`src/rtl/vt52_pkg.sv`:
```
// Shared timing constants for the VT52-style text display: sync timing,
// character cell geometry, buffer size and the arbiter state encoding.
package vt52_pkg;

  localparam int CNT_W    = 11;
  localparam int ADDR_W   = 11;

  localparam int HBP      = 248;
  localparam int VBP      = 150;
  localparam int COLS     = 80;
  localparam int ROWS     = 25;
  localparam int CHAR_W   = 16;
  localparam int CHAR_H   = 32;
  localparam int BUF_SIZE = COLS * ROWS;

  localparam int CW_BITS  = $clog2(CHAR_W);
  localparam int CH_BITS  = $clog2(CHAR_H);

  typedef logic [CNT_W-1:0]  cnt_t;
  typedef logic [ADDR_W-1:0] addr_t;

  // Sized forms of the constants used in compares and adds.
  localparam cnt_t  VBP_C      = cnt_t'(VBP);
  localparam cnt_t  VIS_END_C  = cnt_t'(VBP + ROWS * CHAR_H);
  localparam cnt_t  SLOT0_C    = cnt_t'(HBP - 2);
  localparam cnt_t  ROWUPD_C   = cnt_t'(HBP - 3);
  localparam cnt_t  COLS_CNT_C = cnt_t'(COLS);
  localparam addr_t COLS_C     = addr_t'(COLS);
  localparam addr_t BUF_C      = addr_t'(BUF_SIZE);
  localparam logic [4:0] ROWS_C = 5'(ROWS);

  // Writer FSM encoding.
  localparam logic [0:0] ST_IDLE = 1'b0;
  localparam logic [0:0] ST_ACK  = 1'b1;

  // Add two in-buffer offsets and fold the result back into the buffer.
  // Both operands are below BUF_SIZE, so one subtraction is enough.
  function automatic addr_t wrap_add(input addr_t a, input addr_t b);
    logic [ADDR_W:0] sum;
    sum = {1'b0, a} + {1'b0, b};
    if (sum >= {1'b0, BUF_C}) begin
      sum = sum - {1'b0, BUF_C};
    end else begin
      sum = sum;
    end
    return sum[ADDR_W-1:0];
  endfunction

endpackage

```
`src/rtl/vram_addr_gen.sv`:
```
// Display-side address generation: scroll latch, incremental row base with
// wrap, fetch slot decode with column index, and glyph line register.
module vram_addr_gen
  import vt52_pkg::*;
(
  input  logic               clk,
  input  logic               rst_n,
  input  logic [CNT_W-1:0]   hc,
  input  logic [CNT_W-1:0]   vc,
  input  logic [4:0]         first_row,
  output logic               slot,
  output logic [ADDR_W-1:0]  slot_addr,
  output logic [CH_BITS-1:0] char_row
);

  logic [ADDR_W-1:0]  base_q, base_d;
  logic [4:0]         fr_cnt_q, fr_cnt_d;
  logic [CH_BITS-1:0] char_row_q, char_row_d;

  cnt_t hc_off_s;
  cnt_t vc_off_s;
  cnt_t col_s;
  logic visible_s;
  logic frame_start_s;
  logic row_step_s;
  logic scroll_step_s;

  // Decode the beam position into slot, column and row-advance events.
  always_comb begin
    hc_off_s      = hc - SLOT0_C;
    vc_off_s      = vc - VBP_C;
    col_s         = hc_off_s >> CW_BITS;
    visible_s     = (vc >= VBP_C) && (vc < VIS_END_C);
    frame_start_s = (hc == 11'd0) && (vc == 11'd0);
    // Pre-roll the base by one row per back-porch line until the scroll
    // offset is consumed; ROWS is far below VBP so this always finishes.
    scroll_step_s = (hc == 11'd0) && (vc != 11'd0) && (vc < VBP_C) && (fr_cnt_q != 5'd0);
    // A new character row starts every CHAR_H visible lines (row 0 excluded).
    row_step_s    = visible_s && (hc == 11'd0) && (vc != VBP_C)
                    && (vc_off_s[CH_BITS-1:0] == {CH_BITS{1'b0}});
    slot          = visible_s && (hc >= SLOT0_C)
                    && (hc_off_s[CW_BITS-1:0] == {CW_BITS{1'b0}})
                    && (col_s < COLS_CNT_C);
    slot_addr     = wrap_add(base_q, col_s[ADDR_W-1:0]);
  end

  // Scroll latch at frame start and incremental row base with wrap.
  always_comb begin
    fr_cnt_d = fr_cnt_q;
    base_d   = base_q;
    if (frame_start_s) begin
      fr_cnt_d = (first_row < ROWS_C) ? first_row : 5'd0;
      base_d   = {ADDR_W{1'b0}};
    end else if (scroll_step_s) begin
      fr_cnt_d = fr_cnt_q - 5'd1;
      base_d   = wrap_add(base_q, COLS_C);
    end else if (row_step_s) begin
      fr_cnt_d = fr_cnt_q;
      base_d   = wrap_add(base_q, COLS_C);
    end else begin
      fr_cnt_d = fr_cnt_q;
      base_d   = base_q;
    end
  end

  // Capture the glyph line just before the first fetch slot of the line.
  always_comb begin
    if (visible_s && (hc == ROWUPD_C)) begin
      char_row_d = vc_off_s[CH_BITS-1:0];
    end else begin
      char_row_d = char_row_q;
    end
  end

  // State registers.
  always_ff @(posedge clk or negedge rst_n) begin
    if (!rst_n) begin
      base_q     <= {ADDR_W{1'b0}};
      fr_cnt_q   <= 5'd0;
      char_row_q <= {CH_BITS{1'b0}};
    end else begin
      base_q     <= base_d;
      fr_cnt_q   <= fr_cnt_d;
      char_row_q <= char_row_d;
    end
  end

  assign char_row = char_row_q;

endmodule

```
`src/rtl/vram_arbiter.sv`:
```
// Character RAM arbiter: display fetch has absolute priority on the RAM
// port; the terminal writer is granted any other cycle via req/ack.
module vram_arbiter
  import vt52_pkg::*;
(
  input  logic              px_clk,
  input  logic              clr_n,
  input  logic [10:0]       hc,
  input  logic [10:0]       vc,
  input  logic [4:0]        first_row,
  input  logic              req,
  input  logic              req_we,
  input  logic [ADDR_W-1:0] req_addr,
  input  logic [7:0]        req_wdata,
  output logic              ack,
  output logic [7:0]        ack_rdata,
  output logic [ADDR_W-1:0] ram_addr,
  output logic              ram_we,
  output logic [7:0]        ram_wdata,
  input  logic [7:0]        ram_rdata,
  output logic [7:0]        char_code,
  output logic [4:0]        char_row
);

  logic [0:0]        state_q, state_d;
  logic              rd_ok_q, rd_ok_d;
  logic              fetch_q, fetch_d;
  logic [7:0]        char_code_q, char_code_d;
  logic [ADDR_W-1:0] ram_addr_q, ram_addr_d;

  logic              slot_s;
  logic [ADDR_W-1:0] slot_addr_s;
  logic              grant_s;
  logic              in_range_s;
  logic [ADDR_W-1:0] ram_addr_s;
  logic              ram_we_s;

  vram_addr_gen u_addr_gen (
    .clk       (px_clk),
    .rst_n     (clr_n),
    .hc        (hc),
    .vc        (vc),
    .first_row (first_row),
    .slot      (slot_s),
    .slot_addr (slot_addr_s),
    .char_row  (char_row)
  );

  // RAM port mux: fetch slot first, then a writer grant, else hold address.
  always_comb begin
    in_range_s = (req_addr < BUF_C);
    grant_s    = (state_q == ST_IDLE) && req && !slot_s;
    if (slot_s) begin
      ram_addr_s = slot_addr_s;
    end else if (grant_s) begin
      ram_addr_s = req_addr;
    end else begin
      ram_addr_s = ram_addr_q;
    end
    // Writes outside the buffer are dropped; nothing writes while in reset.
    ram_we_s = grant_s && req_we && in_range_s && clr_n;
  end

  // Writer FSM: a grant is always followed by exactly one ACK cycle.
  always_comb begin
    state_d = ST_IDLE;
    rd_ok_d = 1'b0;
    case (state_q)
      ST_IDLE: begin
        if (grant_s) begin
          state_d = ST_ACK;
          rd_ok_d = !req_we && in_range_s;
        end else begin
          state_d = ST_IDLE;
          rd_ok_d = 1'b0;
        end
      end
      ST_ACK: begin
        state_d = ST_IDLE;
        rd_ok_d = 1'b0;
      end
      default: begin
        state_d = ST_IDLE;
        rd_ok_d = 1'b0;
      end
    endcase
  end

  // Fetch return path: RAM data for a slot arrives one cycle later.
  always_comb begin
    fetch_d    = slot_s;
    ram_addr_d = ram_addr_s;
    if (fetch_q) begin
      char_code_d = ram_rdata;
    end else begin
      char_code_d = char_code_q;
    end
  end

  // State registers.
  always_ff @(posedge px_clk or negedge clr_n) begin
    if (!clr_n) begin
      state_q     <= ST_IDLE;
      rd_ok_q     <= 1'b0;
      fetch_q     <= 1'b0;
      char_code_q <= 8'h00;
      ram_addr_q  <= {ADDR_W{1'b0}};
    end else begin
      state_q     <= state_d;
      rd_ok_q     <= rd_ok_d;
      fetch_q     <= fetch_d;
      char_code_q <= char_code_d;
      ram_addr_q  <= ram_addr_d;
    end
  end

  assign ack       = (state_q == ST_ACK);
  assign ack_rdata = rd_ok_q ? ram_rdata : 8'h00;
  assign ram_addr  = ram_addr_s;
  assign ram_we    = ram_we_s;
  assign ram_wdata = req_wdata;
  assign char_code = char_code_q;

endmodule

```
`config.mk`:
```
export PLATFORM = sky130hd
export DESIGN_NAME = vram_arbiter
export DESIGN_NICKNAME = d
export VERILOG_FILES = /design/src/rtl/vt52_pkg.sv /design/src/rtl/vram_addr_gen.sv /design/src/rtl/vram_arbiter.sv
export SDC_FILE = /design/constraint.sdc
export NUM_CORES = 1
export LEC_CHECK = 0
export ABC_AREA = 1
export BUFFER_PORTS_ARGS = -buffer_cell sky130_fd_sc_hd__buf_4
export CORE_MARGIN = 4
export CORE_UTILIZATION = 47
export CTS_CLUSTER_SIZE = 24
export DETAILED_ROUTE_END_ITERATION = 8
export PLACE_DENSITY = 0.84
export SLEW_MARGIN = 20
export SYNTH_ARGS = -nofsm -noshare
export SYNTH_HDL_FRONTEND = slang
export SYNTH_SLANG_ARGS = --single-unit
```
`constraint.sdc`:
```
create_clock -name px_clk -period 3.8 [get_ports px_clk]
set_clock_uncertainty 0.2 [all_clocks]
set_input_delay 0.76 -clock px_clk [delete_from_list [all_inputs] [get_ports px_clk]]
set_output_delay 0.76 -clock px_clk [all_outputs]
set_load 0.1 [all_outputs]
```
==> qor.csv <==
stage,metric,value,unit
status,status,finished with violations,
status,failed_checks,negative setup slack,
logic_synthesis,netlist_instances,439,
placed_design,port_buffers,83,
power,internal-power,957.7,uW
clocking,clock_latency,0.30,ns
clocking,cts_root_buffer,clkbuf_8,
finish,stdcell_count,653,
global_route,grt_overflow_total,0,
die,ios,100,
die,chipHeight,89.30,um
sta,max_freq,235.4,MHz
die,die_w,89.30,um
drt,drt_iter0_drc,215,
logic_synthesis,synth.avg_cell_area,7.077,sq um
critical_path,start_kind,primary input,
sta,finalSetupViolCount,12,
finish,final_common_cell,buf_4,
logic_synthesis,syn_nets,508,
global_route,grt_pass1_vias,3509,
power,combPwrFrac,49.4,%
drt,remaining_drc_errors,0,
worst_hold_path,holdCritPathClass,reg -> reg,
critical_path,cp.required,2.84,ns
power,switching_share,44.58,%
logic_synthesis,seq_area_frac_synth,31.41,%
clocking,cts_tree,done,
die,core,6386,sq um
drt,vias,3687,
power,vdd_ir_drop_max,385.4,uV
power,pwr-share-seq,28.3,%
logic_synthesis,syn-cell-area,3107,sq um
sta,rsz0062_at_grt,true,
sta,setup_ws,-0.4480,ns
drt,ant_nets,0,
finish,final_cell_mix,"122 x buf_4, 85 x nand2_1, 57 x inv_1",
sta,maxSlewViolCount,0,
sta,worstMarginPinSlew,0.5196,ns
clocking,clock-sinks,39,
global_route,grt_util_all_layers,24.77,%
power,cellPowerDensity,345.4,nW/um^2
global_route,antenna_found_initial,0,
sta,hold_violations,0,
sta,timing.hold.ws,0.3029,ns
sta,slew-limit-headroom,64.92,%
critical_path,cp.arrival,3.29,ns
logic_synthesis,yosys_warnings,0,
logic_synthesis,netlist-cell-type-count,43,
run,cap_violations,0,
placed_design,place.gp.congestion,0.8795,
drt,routedWlPerCell,18.08,um
placed_design,dp.cells,625,
drt,dr.pass1.iters,6,
clocking,cts_hold_buffers,0,
drt,viasPerCell,5.646,
critical_path,crit_type,in -> out,
clocking,clk_transition_reported_paths,0.09,ns
sta,post-route-min-period,4.248,ns
placed_design,dpl_worst_slack,-0.5203,ns
drt,drt-total-wl,11800,um
clocking,htree_levels,2,
clocking,cts_made_buffers,5,
power,p_clk_share,22.3,%
logic_synthesis,ys_ff_latch,39,
global_route,grt_pass1_wl,15650,um
critical_path,cp-end-kind,output pin,
power,p_leak,0.002565,uW
power,p_switching,770.4,uW
finish,final_nets,644,
global_route,grt_max_degree,40,
placed_design,dp_hpwl,6647,um
die,rows,29,
die,start_util,48.65,%
finish,area_growth,61.01,%
sta,final.period_utilization,111.8,%
critical_path,worstPathMaxFanout,5,
clocking,clockBufferDepth,2,
die,dieArea,7974,sq um
finish,antenna_cells,0,
finish,drive_above_1_share,47.57,%
metrics by stage:
stage	TNS (ns)	cell area (sq um)	total power [uW]	util [%]
after floorplan	-0.6592	3232	1036	-
after global placement	-2.625	4173	1183	65.34
after detailed placement	-3.225	4173	1199	65.34
after CTS	-1.598	4639	1653	72.65
after global routing	-4.545	5002	1781	78.33
final	-3.435	5002	1728	78.33
power by group through the flow:
stage,registers [uW],clock network [uW],logic (uW)
floorplan,683,0,354
global placement,488,0,695
detailed placement,493,0,706
CTS,485,386,783
global route,494,405,883
finish,490,385,853
area by class of cell:
type                       count  area [sq um]
inverter                      69         264.0
multi-input combinational    315          2236
clock buffer                   6         82.58
tap                           77         96.34
sequential                    39         975.9
timing repair buffer         145          1309
clock inverter                 2         38.79
fill                         378          1384
kinds of logic (layout without fill, tap and decap cells):
family / count (synthesis) / in the layout / share of synthesized area (%)
compound gates: 45 / 45 / 9.948
flops: 39 / 39 / 31.41
xor+xnor: 17 / 17 / 5.034
simple gates: 231 / 231 / 33.35
fa+ha+maj: 11 / 11 / 4.430
buf+inv: 85 / 222 / 11.84
mux: 11 / 11 / 3.987
critical path: stages:
cell,delay [ns]
buf_8,0.11
ha_4,0.16
nor2_4,0.13
nor2_4,0.05
nand3_4,0.09
nand2_4,0.07
xnor2_4,0.19
ha_4,0.27
xnor2_4,0.20
ha_2,0.26
nand3_2,0.09
a21oi_2,0.14
nand3_2,0.11
nand2_2,0.10
nand2_4,0.09
nand3_2,0.09
nand3_2,0.09
nand2_4,0.09
buf_12,0.17
cells in the mapped netlist, drive strengths merged:
master   number  area (sq um)
inv          69         261.5
xnor2         6         52.55
nor4          3         25.02
xor2         11         103.9
a21oi         6         30.03
nand2       127         496.7
nor3          8         45.04
nand3b        1         7.510
clkbuf        3         11.26
o311ai        1         8.760
mux2         11         123.9
o21ai        24         131.4
o31ai         1         7.510
nand3        49         250.2
ha           11         137.6
dfrtp        39         975.9
buf          13         95.08
nor2         28         117.6
o2111ai       1         8.760
or2           7         43.80
and2          1         6.260
nand4         7         43.79
a211oi        1         7.510
o22ai         2         12.51
o211ai        9         102.6
per-layer routing:
metal	up-vias	wire length, um	track usage, %
met4	0	587	8.254
met2	206	6176	48.76
met1	1750	4166	26.20
met5	-	0	0
li1	1672	-	-
met3	59	873	4.240
state kept, by name, indices dropped and copies added, names as in the netlist:
signal               flops
ack                      1
char_code                8
fetch_q                  1
ram_addr_q              11
rd_ok_q                  1
u_addr_gen.base_q        7
u_addr_gen.char_row      5
u_addr_gen.fr_cnt_q      5
timing repair:
item	4_1_cts	5_1_grt
endpoints found under the setup margin	7	12
pin swaps	30	46
hold endpoints to repair	0	0
buffers inserted	7	16
resized for setup	70	61
path summary, 6_finish.rpt:
| check | slack [ns] | cells past startpoint | startpoint | to |
|---|---|---|---|---|
| max in group asynchronous | 2.72 | 2 | clr_n | u_addr_gen.base_q[7]$_DFFE_PN0P_ |
| worst max-delay path | -0.45 | 19 | hc[2] | ram_addr[9] |
| worst min-delay path | 0.30 | 1 | u_addr_gen.char_row[3]$_DFFE_PN0P_ | u_addr_gen.char_row[3]$_DFFE_PN0P_ |
| worst min register to register | 0.30 | 1 | u_addr_gen.char_row[3]$_DFFE_PN0P_ | u_addr_gen.char_row[3]$_DFFE_PN0P_ |
| min in group asynchronous | 0.33 | 2 | clr_n | char_code[4]$_DFFE_PN0P_ |
| worst max register to register | 1.28 | 13 | u_addr_gen.base_q[4]$_DFFE_PN0P_ | ram_addr_q[7]$_DFF_PN0_ |
Power figures use the tool's default switching activity.
